File: config.mk
export PLATFORM = sky130hd
export DESIGN_NAME = cicero_job_sequencer
export DESIGN_NICKNAME = d
export VERILOG_FILES = /design/src/rtl/AXI_package.sv /design/src/rtl/cicero_seq_package.sv /design/src/rtl/cicero_reg_write_issuer.sv /design/src/rtl/cicero_job_sequencer.sv
export SDC_FILE = /design/constraint.sdc
export NUM_CORES = 1
export LEC_CHECK = 0
export CORE_ASPECT_RATIO = 0.8
export CORE_UTILIZATION = 45
export CTS_CLUSTER_SIZE = 10
export DETAILED_ROUTE_END_ITERATION = 7
export PLACE_DENSITY_LB_ADDON = 0.12
export SYNTH_ARGS = -nofsm -noshare
export SYNTH_HDL_FRONTEND = slang
export SYNTH_SLANG_ARGS = --single-unit
File: constraint.sdc
create_clock -name clk -period 9.13 [get_ports clk]
set_input_delay 1.3695 -clock clk [delete_from_list [all_inputs] [get_ports clk]]
set_output_delay 1.3695 -clock clk [all_outputs]
set_load 0.02 [all_outputs]
File: src/rtl/AXI_package.sv
// Register-interface command and status codes shared with AXI_top.
package AXI_package;
  localparam logic [31:0] CMD_NOP                = 32'd0;
  localparam logic [31:0] CMD_WRITE              = 32'd1;
  localparam logic [31:0] CMD_READ               = 32'd2;
  localparam logic [31:0] CMD_START              = 32'd3;
  localparam logic [31:0] CMD_RESET              = 32'd4;
  localparam logic [31:0] CMD_READ_ELAPSED_CLOCK = 32'd5;

  localparam logic [31:0] STATUS_IDLE     = 32'd0;
  localparam logic [31:0] STATUS_RUNNING  = 32'd1;
  localparam logic [31:0] STATUS_ACCEPTED = 32'd2;
  localparam logic [31:0] STATUS_REJECTED = 32'd3;
  localparam logic [31:0] STATUS_ERROR    = 32'd4;
endpackage

File: src/rtl/cicero_seq_package.sv
// Shared types for the CICERO job sequencer: FSM states, header layout and result record.
package cicero_seq_package;
  typedef enum logic [3:0] {
    S_IDLE, S_HDR, S_LOAD, S_DRAIN, S_SET_PTR, S_START,
    S_WAIT_RUN, S_WAIT_DONE, S_READ_CC, S_CAPTURE, S_RESULT
  } seq_state_t;

  localparam int CW_LSB = 0;
  localparam int CW_MSB = 15;
  localparam int SB_LSB = 16;
  localparam int SB_MSB = 31;

  typedef struct packed {
    logic        accept;
    logic        error;
    logic [31:0] cycles;
  } result_t;
endpackage

File: src/rtl/cicero_reg_write_issuer.sv
// Three-phase register write: accept word and latch address/data, pulse CMD_WRITE, then a settle cycle.
module cicero_reg_write_issuer #(
  parameter int REG_WIDTH = 32
) (
  input  logic                 clk,
  input  logic                 rst,
  input  logic                 enable,
  input  logic                 word_valid,
  input  logic [REG_WIDTH-1:0] word_addr,
  input  logic [REG_WIDTH-1:0] word,
  output logic                 word_ready,
  output logic                 write_pulse,
  output logic                 done,
  output logic [REG_WIDTH-1:0] address_register,
  output logic [REG_WIDTH-1:0] data_in_register
);
  typedef enum logic [1:0] {PH_A, PH_B, PH_C} phase_t;

  phase_t phase;

  assign word_ready = enable && (phase == PH_A);
  assign done       = (phase == PH_C);

  // Address and data are latched on acceptance so they are stable for the whole write pulse.
  always_ff @(posedge clk or posedge rst) begin
    if (rst) begin
      phase            <= PH_A;
      write_pulse      <= 1'b0;
      address_register <= '0;
      data_in_register <= '0;
    end else begin
      case (phase)
        PH_A: begin
          if (word_ready && word_valid) begin
            address_register <= word_addr;
            data_in_register <= word;
            write_pulse      <= 1'b1;
            phase            <= PH_B;
          end
        end
        PH_B: begin
          write_pulse <= 1'b0;
          phase       <= PH_C;
        end
        default: phase <= PH_A;
      endcase
    end
  end
endmodule

File: src/rtl/cicero_job_sequencer.sv
// Streams one job into AXI_top (code, string, pointers), starts it, waits for the verdict and returns a result record.
module cicero_job_sequencer
  import AXI_package::*;
  import cicero_seq_package::*;
#(
  parameter int REG_WIDTH     = 32,
  parameter int MEM_BYTES     = 4096,
  parameter int START_TIMEOUT = 16
) (
  input  logic                 clk,
  input  logic                 rst,
  input  logic [REG_WIDTH-1:0] in_data,
  input  logic                 in_valid,
  output logic                 in_ready,
  output logic                 res_valid,
  input  logic                 res_ready,
  output logic                 res_accept,
  output logic                 res_error,
  output logic [REG_WIDTH-1:0] res_cycles,
  output logic                 busy,
  output logic [REG_WIDTH-1:0] address_register,
  output logic [REG_WIDTH-1:0] data_in_register,
  output logic [REG_WIDTH-1:0] start_cc_pointer_register,
  output logic [REG_WIDTH-1:0] end_cc_pointer_register,
  output logic [REG_WIDTH-1:0] cmd_register,
  input  logic [REG_WIDTH-1:0] status_register,
  input  logic [REG_WIDTH-1:0] data_o_register
);
  localparam int TIMER_W = $clog2(START_TIMEOUT + 1);

  seq_state_t           state;
  result_t              res;
  logic [15:0]          cw, sb;
  logic [17:0]          words_left;
  logic [REG_WIDTH-1:0] byte_addr, cmd_q, ptr_base;
  logic [TIMER_W-1:0]   timer;
  logic                 issuer_ready, issuer_done, write_pulse, accept;
  logic [15:0]          hdr_cw, hdr_sb;
  logic [17:0]          hdr_sw, hdr_words;
  logic                 hdr_bad;

  // Capacity is checked in words so the 18-bit sum cannot wrap.
  assign hdr_cw    = in_data[CW_MSB:CW_LSB];
  assign hdr_sb    = in_data[SB_MSB:SB_LSB];
  assign hdr_sw    = (18'(hdr_sb) + 18'd3) >> 2;
  assign hdr_words = 18'(hdr_cw) + hdr_sw;
  assign hdr_bad   = (hdr_sb == 16'd0) || (hdr_words > 18'(MEM_BYTES / 4));
  assign ptr_base  = REG_WIDTH'({cw, 2'b00});

  assign in_ready = (state == S_HDR) || (state == S_DRAIN) ||
                    ((state == S_LOAD) && issuer_ready);
  assign accept       = in_valid && in_ready;
  assign busy         = (state != S_IDLE);
  assign cmd_register = write_pulse ? CMD_WRITE : cmd_q;
  assign res_accept   = res.accept;
  assign res_error    = res.error;
  assign res_cycles   = res.cycles;

  cicero_reg_write_issuer #(.REG_WIDTH(REG_WIDTH)) u_issuer (
    .clk              (clk),
    .rst              (rst),
    .enable           (state == S_LOAD),
    .word_valid       (in_valid),
    .word_addr        (byte_addr >> 2),
    .word             (in_data),
    .word_ready       (issuer_ready),
    .write_pulse      (write_pulse),
    .done             (issuer_done),
    .address_register (address_register),
    .data_in_register (data_in_register)
  );

  // Malformed jobs are drained without ever touching AXI_top.
  always_ff @(posedge clk or posedge rst) begin
    if (rst) begin
      state                     <= S_IDLE;
      res                       <= '0;
      res_valid                 <= 1'b0;
      cw                        <= '0;
      sb                        <= '0;
      words_left                <= '0;
      byte_addr                 <= '0;
      cmd_q                     <= CMD_NOP;
      timer                     <= '0;
      start_cc_pointer_register <= '0;
      end_cc_pointer_register   <= '0;
    end else begin
      case (state)
        S_IDLE: state <= S_HDR;
        S_HDR: begin
          if (accept) begin
            cw         <= hdr_cw;
            sb         <= hdr_sb;
            words_left <= hdr_words;
            byte_addr  <= '0;
            res        <= '0;
            if (hdr_bad) begin
              res.error <= 1'b1;
              if (hdr_words == 18'd0) begin
                res_valid <= 1'b1;
                state     <= S_RESULT;
              end else begin
                state <= S_DRAIN;
              end
            end else begin
              state <= S_LOAD;
            end
          end
        end
        S_DRAIN: begin
          if (accept) begin
            words_left <= words_left - 18'd1;
            if (words_left == 18'd1) begin
              res_valid <= 1'b1;
              state     <= S_RESULT;
            end
          end
        end
        S_LOAD: begin
          if (accept) begin
            byte_addr  <= byte_addr + REG_WIDTH'(4);
            words_left <= words_left - 18'd1;
          end
          if (issuer_done && (words_left == 18'd0)) state <= S_SET_PTR;
        end
        S_SET_PTR: begin
          start_cc_pointer_register <= ptr_base;
          end_cc_pointer_register   <= ptr_base + REG_WIDTH'(sb) - REG_WIDTH'(1);
          state                     <= S_START;
        end
        S_START: begin
          cmd_q <= CMD_START;
          timer <= '0;
          state <= S_WAIT_RUN;
        end
        S_WAIT_RUN: begin
          if (status_register == STATUS_RUNNING) begin
            cmd_q <= CMD_NOP;
            state <= S_WAIT_DONE;
          end else if (timer == TIMER_W'(START_TIMEOUT - 1)) begin
            cmd_q     <= CMD_NOP;
            res.error <= 1'b1;
            res_valid <= 1'b1;
            state     <= S_RESULT;
          end else begin
            timer <= timer + TIMER_W'(1);
          end
        end
        S_WAIT_DONE: begin
          if (status_register != STATUS_RUNNING) begin
            if (status_register == STATUS_ACCEPTED) res.accept <= 1'b1;
            else if (status_register == STATUS_REJECTED) res.accept <= 1'b0;
            else res.error <= 1'b1;
            cmd_q <= CMD_READ_ELAPSED_CLOCK;
            state <= S_READ_CC;
          end
        end
        S_READ_CC: begin
          cmd_q <= CMD_NOP;
          state <= S_CAPTURE;
        end
        S_CAPTURE: begin
          res.cycles <= data_o_register;
          res_valid  <= 1'b1;
          state      <= S_RESULT;
        end
        S_RESULT: begin
          if (res_ready) begin
            res_valid <= 1'b0;
            state     <= S_IDLE;
          end
        end
        default: state <= S_IDLE;
      endcase
    end
  end
endmodule
==> flow_summary.json <==
{
  "yosys-top-cells-count": "390 x nand2_1, 228 x dfrtp_1, 109 x o21ai_0, 89 x inv_1, 71 x nor2_1",
  "row_count": 54,
  "cts_resized": 0,
  "clk_latency_ns": 0.54,
  "crit_fanout": 7,
  "synthesis.instances": 1473,
  "grt_use_total": 0.226,
  "path_cells": "clkdlybuf4s50_1 > o21a_1 > and4_1 > and3_1 > and3_1 > and2_1 > xor2_1 > ha_1 > nor4b_1 > a31oi_1 > o211ai_1 > or3b_2 > nor4_1 > nand2_1 > nor4bb_1 > o31a_1",
  "rsz0062_at_grt": "no",
  "wire_per_inst_um": 15.7,
  "clock.fmax_mhz": 185,
  "post-cts-setup-buffers": 0,
  "dr.pass1.iters": 5,
  "synth_area_um2": 12500,
  "grt_pass1_wl_um": 52200,
  "cts_buffers": 27,
  "clk_pin_slew_ns": 0.06,
  "hold_depth": 2,
  "grt_overflow_total": 0,
  "via_per_inst": 5.19,
  "areaGrowthSynthToFinish_pct": 26.2,
  "slew_viol_final": 0,
  "fin_skew_ns": 0.00947,
  "cts_sinks": 228,
  "synth_area_leaders": "dfrtp_1 46%, nand2_1 12%, ha_1 5.3%",
  "cp_slowest_cell": "nor4_1",
  "yosysWarnings": 0,
  "cts_tree": "yes",
  "multi_input_area_um2": 5920,
  "root_buffer": "clkbuf_16",
  "maxCapViolCount": 0,
  "die_area_um2": 28400,
  "drive_above_1_share": 0.0350,
  "grt_pass1_vias": 10041,
  "die_x_um": 188,
  "n_antenna_cell": 0,
  "powerDensity_nw_per_um2": 327,
  "gp_congestion": 0.871,
  "initial_utilization": 0.458,
  "fin_area_um2": 15700,
  "drtIter0Drc": 721,
  "required_ns": 9.61,
  "portBuffers": 249,
  "ys.flop_type": "dfrtp_1",
  "slew_headroom": 0.197,
  "reg2regPathDepth": 12,
  "grt_max_degree": 94,
  "cts_htree_levels": 1,
  "seq_area_frac_synth": 0.458,
  "hold_buffers": 0,
  "worst_slew_pin_slew_ns": 1.20,
  "synth_top_area_share": 0.458,
  "post-route-period-util": 0.591,
  "setup_tns_ns": 0,
  "ctsLongestPathBuffers": 3,
  "antenna_found_initial": 0,
  "vdd_drop_max_mv": 0.174,
  "min_period_ns": 5.40,
  "die_h_um": 151,
  "fill_cells": 2457,
  "cpMostUsedCell": "and3_1",
  "synth_edf_count": 0,
  "status": "complete, no violations",
  "core_um2": 27200,
  "finalSetupViolations": 0,
  "synth_seq_cells": 228,
  "min_path_type": "register to register",
  "regArea_um2": 5710,
  "wl_um": 32100,
  "dp.cells": 2016,
  "regToRegSetupSlack_ns": 5.31,
  "p_total_mw": 5.15,
  "slowest_delay_ns": 0.69,
  "via_count": 10653,
  "worstPathArrival_ns": 5.88,
  "avgSynthCellArea_um2": 8.46,
  "post-dp-hpwl_um": 22500,
  "leakagePower_nw": 7.40,
  "ant_nets": 0,
  "io_pins": 297,
  "cp-end-kind": "register",
  "nets": 1836,
  "dpl_cell_area_um2": 15000,
  "yosysUniqueCellTypes": 69,
  "hold_violations": 0,
  "critPathKind": "input pin to register",
  "yosysMostFrequentCell": "nand2_1",
  "drc_errors": 0,
  "start_kind": "input pin",
  "async_flop_share": 1.00,
  "yosys.area.top_type": "dfrtp_1",
  "final_cells": 2051
}
per-layer routing:
metal / share of wire / vias up / global-route usage
met3: 0.069 / 39 / 0.0429
met4: 0.017 / 0 / 0.0488
met2: 0.43 / 346 / 0.343
li1: - / 5248 / -
met5: 0 / - / 0
met1: 0.49 / 5020 / 0.333
power by group:
part	total (mW)	internal [mW]	switching (mW)
sequential	1.57	1.34	0.231
combinational	2.63	1.11	1.52
clock	0.956	0.550	0.407
total	5.15	2.99	2.16
worst max-delay path, delay by kind of cell:
kind	cells	cell delay, ns
and+or+nand+nor	9	2.78
AOI/OAI and AO/OA	4	0.67
buffers and inverters	1	0.56
adders and majority gates	1	0.32
xor gates and xnor gates	1	0.17
per-stage QoR:
step | util | hold WS, ns | worst slack [ns]
floorplan | - | 0.426 | 1.51
global placement | 0.550 | 0.457 | 3.31
detailed placement | 0.550 | 0.462 | 3.24
CTS | 0.578 | 0.471 | 3.76
global route | 0.578 | 0.493 | 3.36
finish | 0.578 | 0.470 | 3.73
worst paths after layout:
| path | start | endpoint |
|---|---|---|
| max in group asynchronous | rst | u_issuer.data_in_register[21] |
| max reg2reg | cw[1] | end_cc_pointer_register[16] |
| min reg2reg | u_issuer.data_in_register[28] | u_issuer.data_in_register[28] |
| max | in_data[16] | res_valid |
| min | u_issuer.data_in_register[28] | u_issuer.data_in_register[28] |
| min in group asynchronous | rst | u_issuer.data_in_register[31] |
cell type report:
class,instances,share of cell area
multi-input combinational,1076,0.376
sequential,228,0.363
timing repair buffer,258,0.163
clock buffer,33,0.0463
tap,364,0.0290
inverter,90,0.0220
clock inverter,2,0.000875
cells by family (layout without fill, tap and decap cells):
logic type | after synthesis | in the layout | share of synthesized area
AOI/OAI and AO/OA | 244 | 244 | 0.118
xor gates and xnor gates | 63 | 63 | 0.0443
adders and majority gates | 56 | 56 | 0.0572
buffers and inverters | 215 | 383 | 0.0825
DFF | 228 | 228 | 0.458
muxes | 2 | 2 | 0.00161
other | 1 | 47 | 0.000301
and+or+nand+nor | 664 | 664 | 0.238
cells in the final DEF (no fill, tap or decap), types with 5 or more instances in the layout:
cell type	Yosys	routed
a211oi_1	5	5
a21o_1	9	9
a21oi_1	48	48
a31oi_1	10	10
and2_1	7	7
and3_1	19	19
and4_1	7	7
buf_4	59	9
clkbuf_16	0	27
clkdlybuf4s50_1	0	249
conb_1	1	47
dfrtp_1	228	228
ha_1	53	53
inv_1	89	88
nand2_1	390	388
nand2b_1	10	10
nand3_1	56	56
nand4_1	18	18
nor2_1	71	70
nor2b_1	6	6
nor3_1	20	20
nor4_1	21	21
o21a_1	6	6
o21ai_0	109	109
o21bai_1	7	7
o22ai_1	7	7
o31ai_1	5	5
or2_2	7	7
or3_1	12	12
xnor2_1	28	28
xor2_1	35	35
state kept, by name, indices dropped and copies added, names as in the netlist, 2 cells and up:
name	cells
byte_addr	30
cmd_q	3
cw	16
end_cc_pointer_register	20
res_cycles	32
sb	16
start_cc_pointer_register	16
state	4
timer	5
u_issuer.address_register	30
u_issuer.data_in_register	32
u_issuer.phase	2
words_left	18
Note: power is estimated with default switching activity, not from simulation.
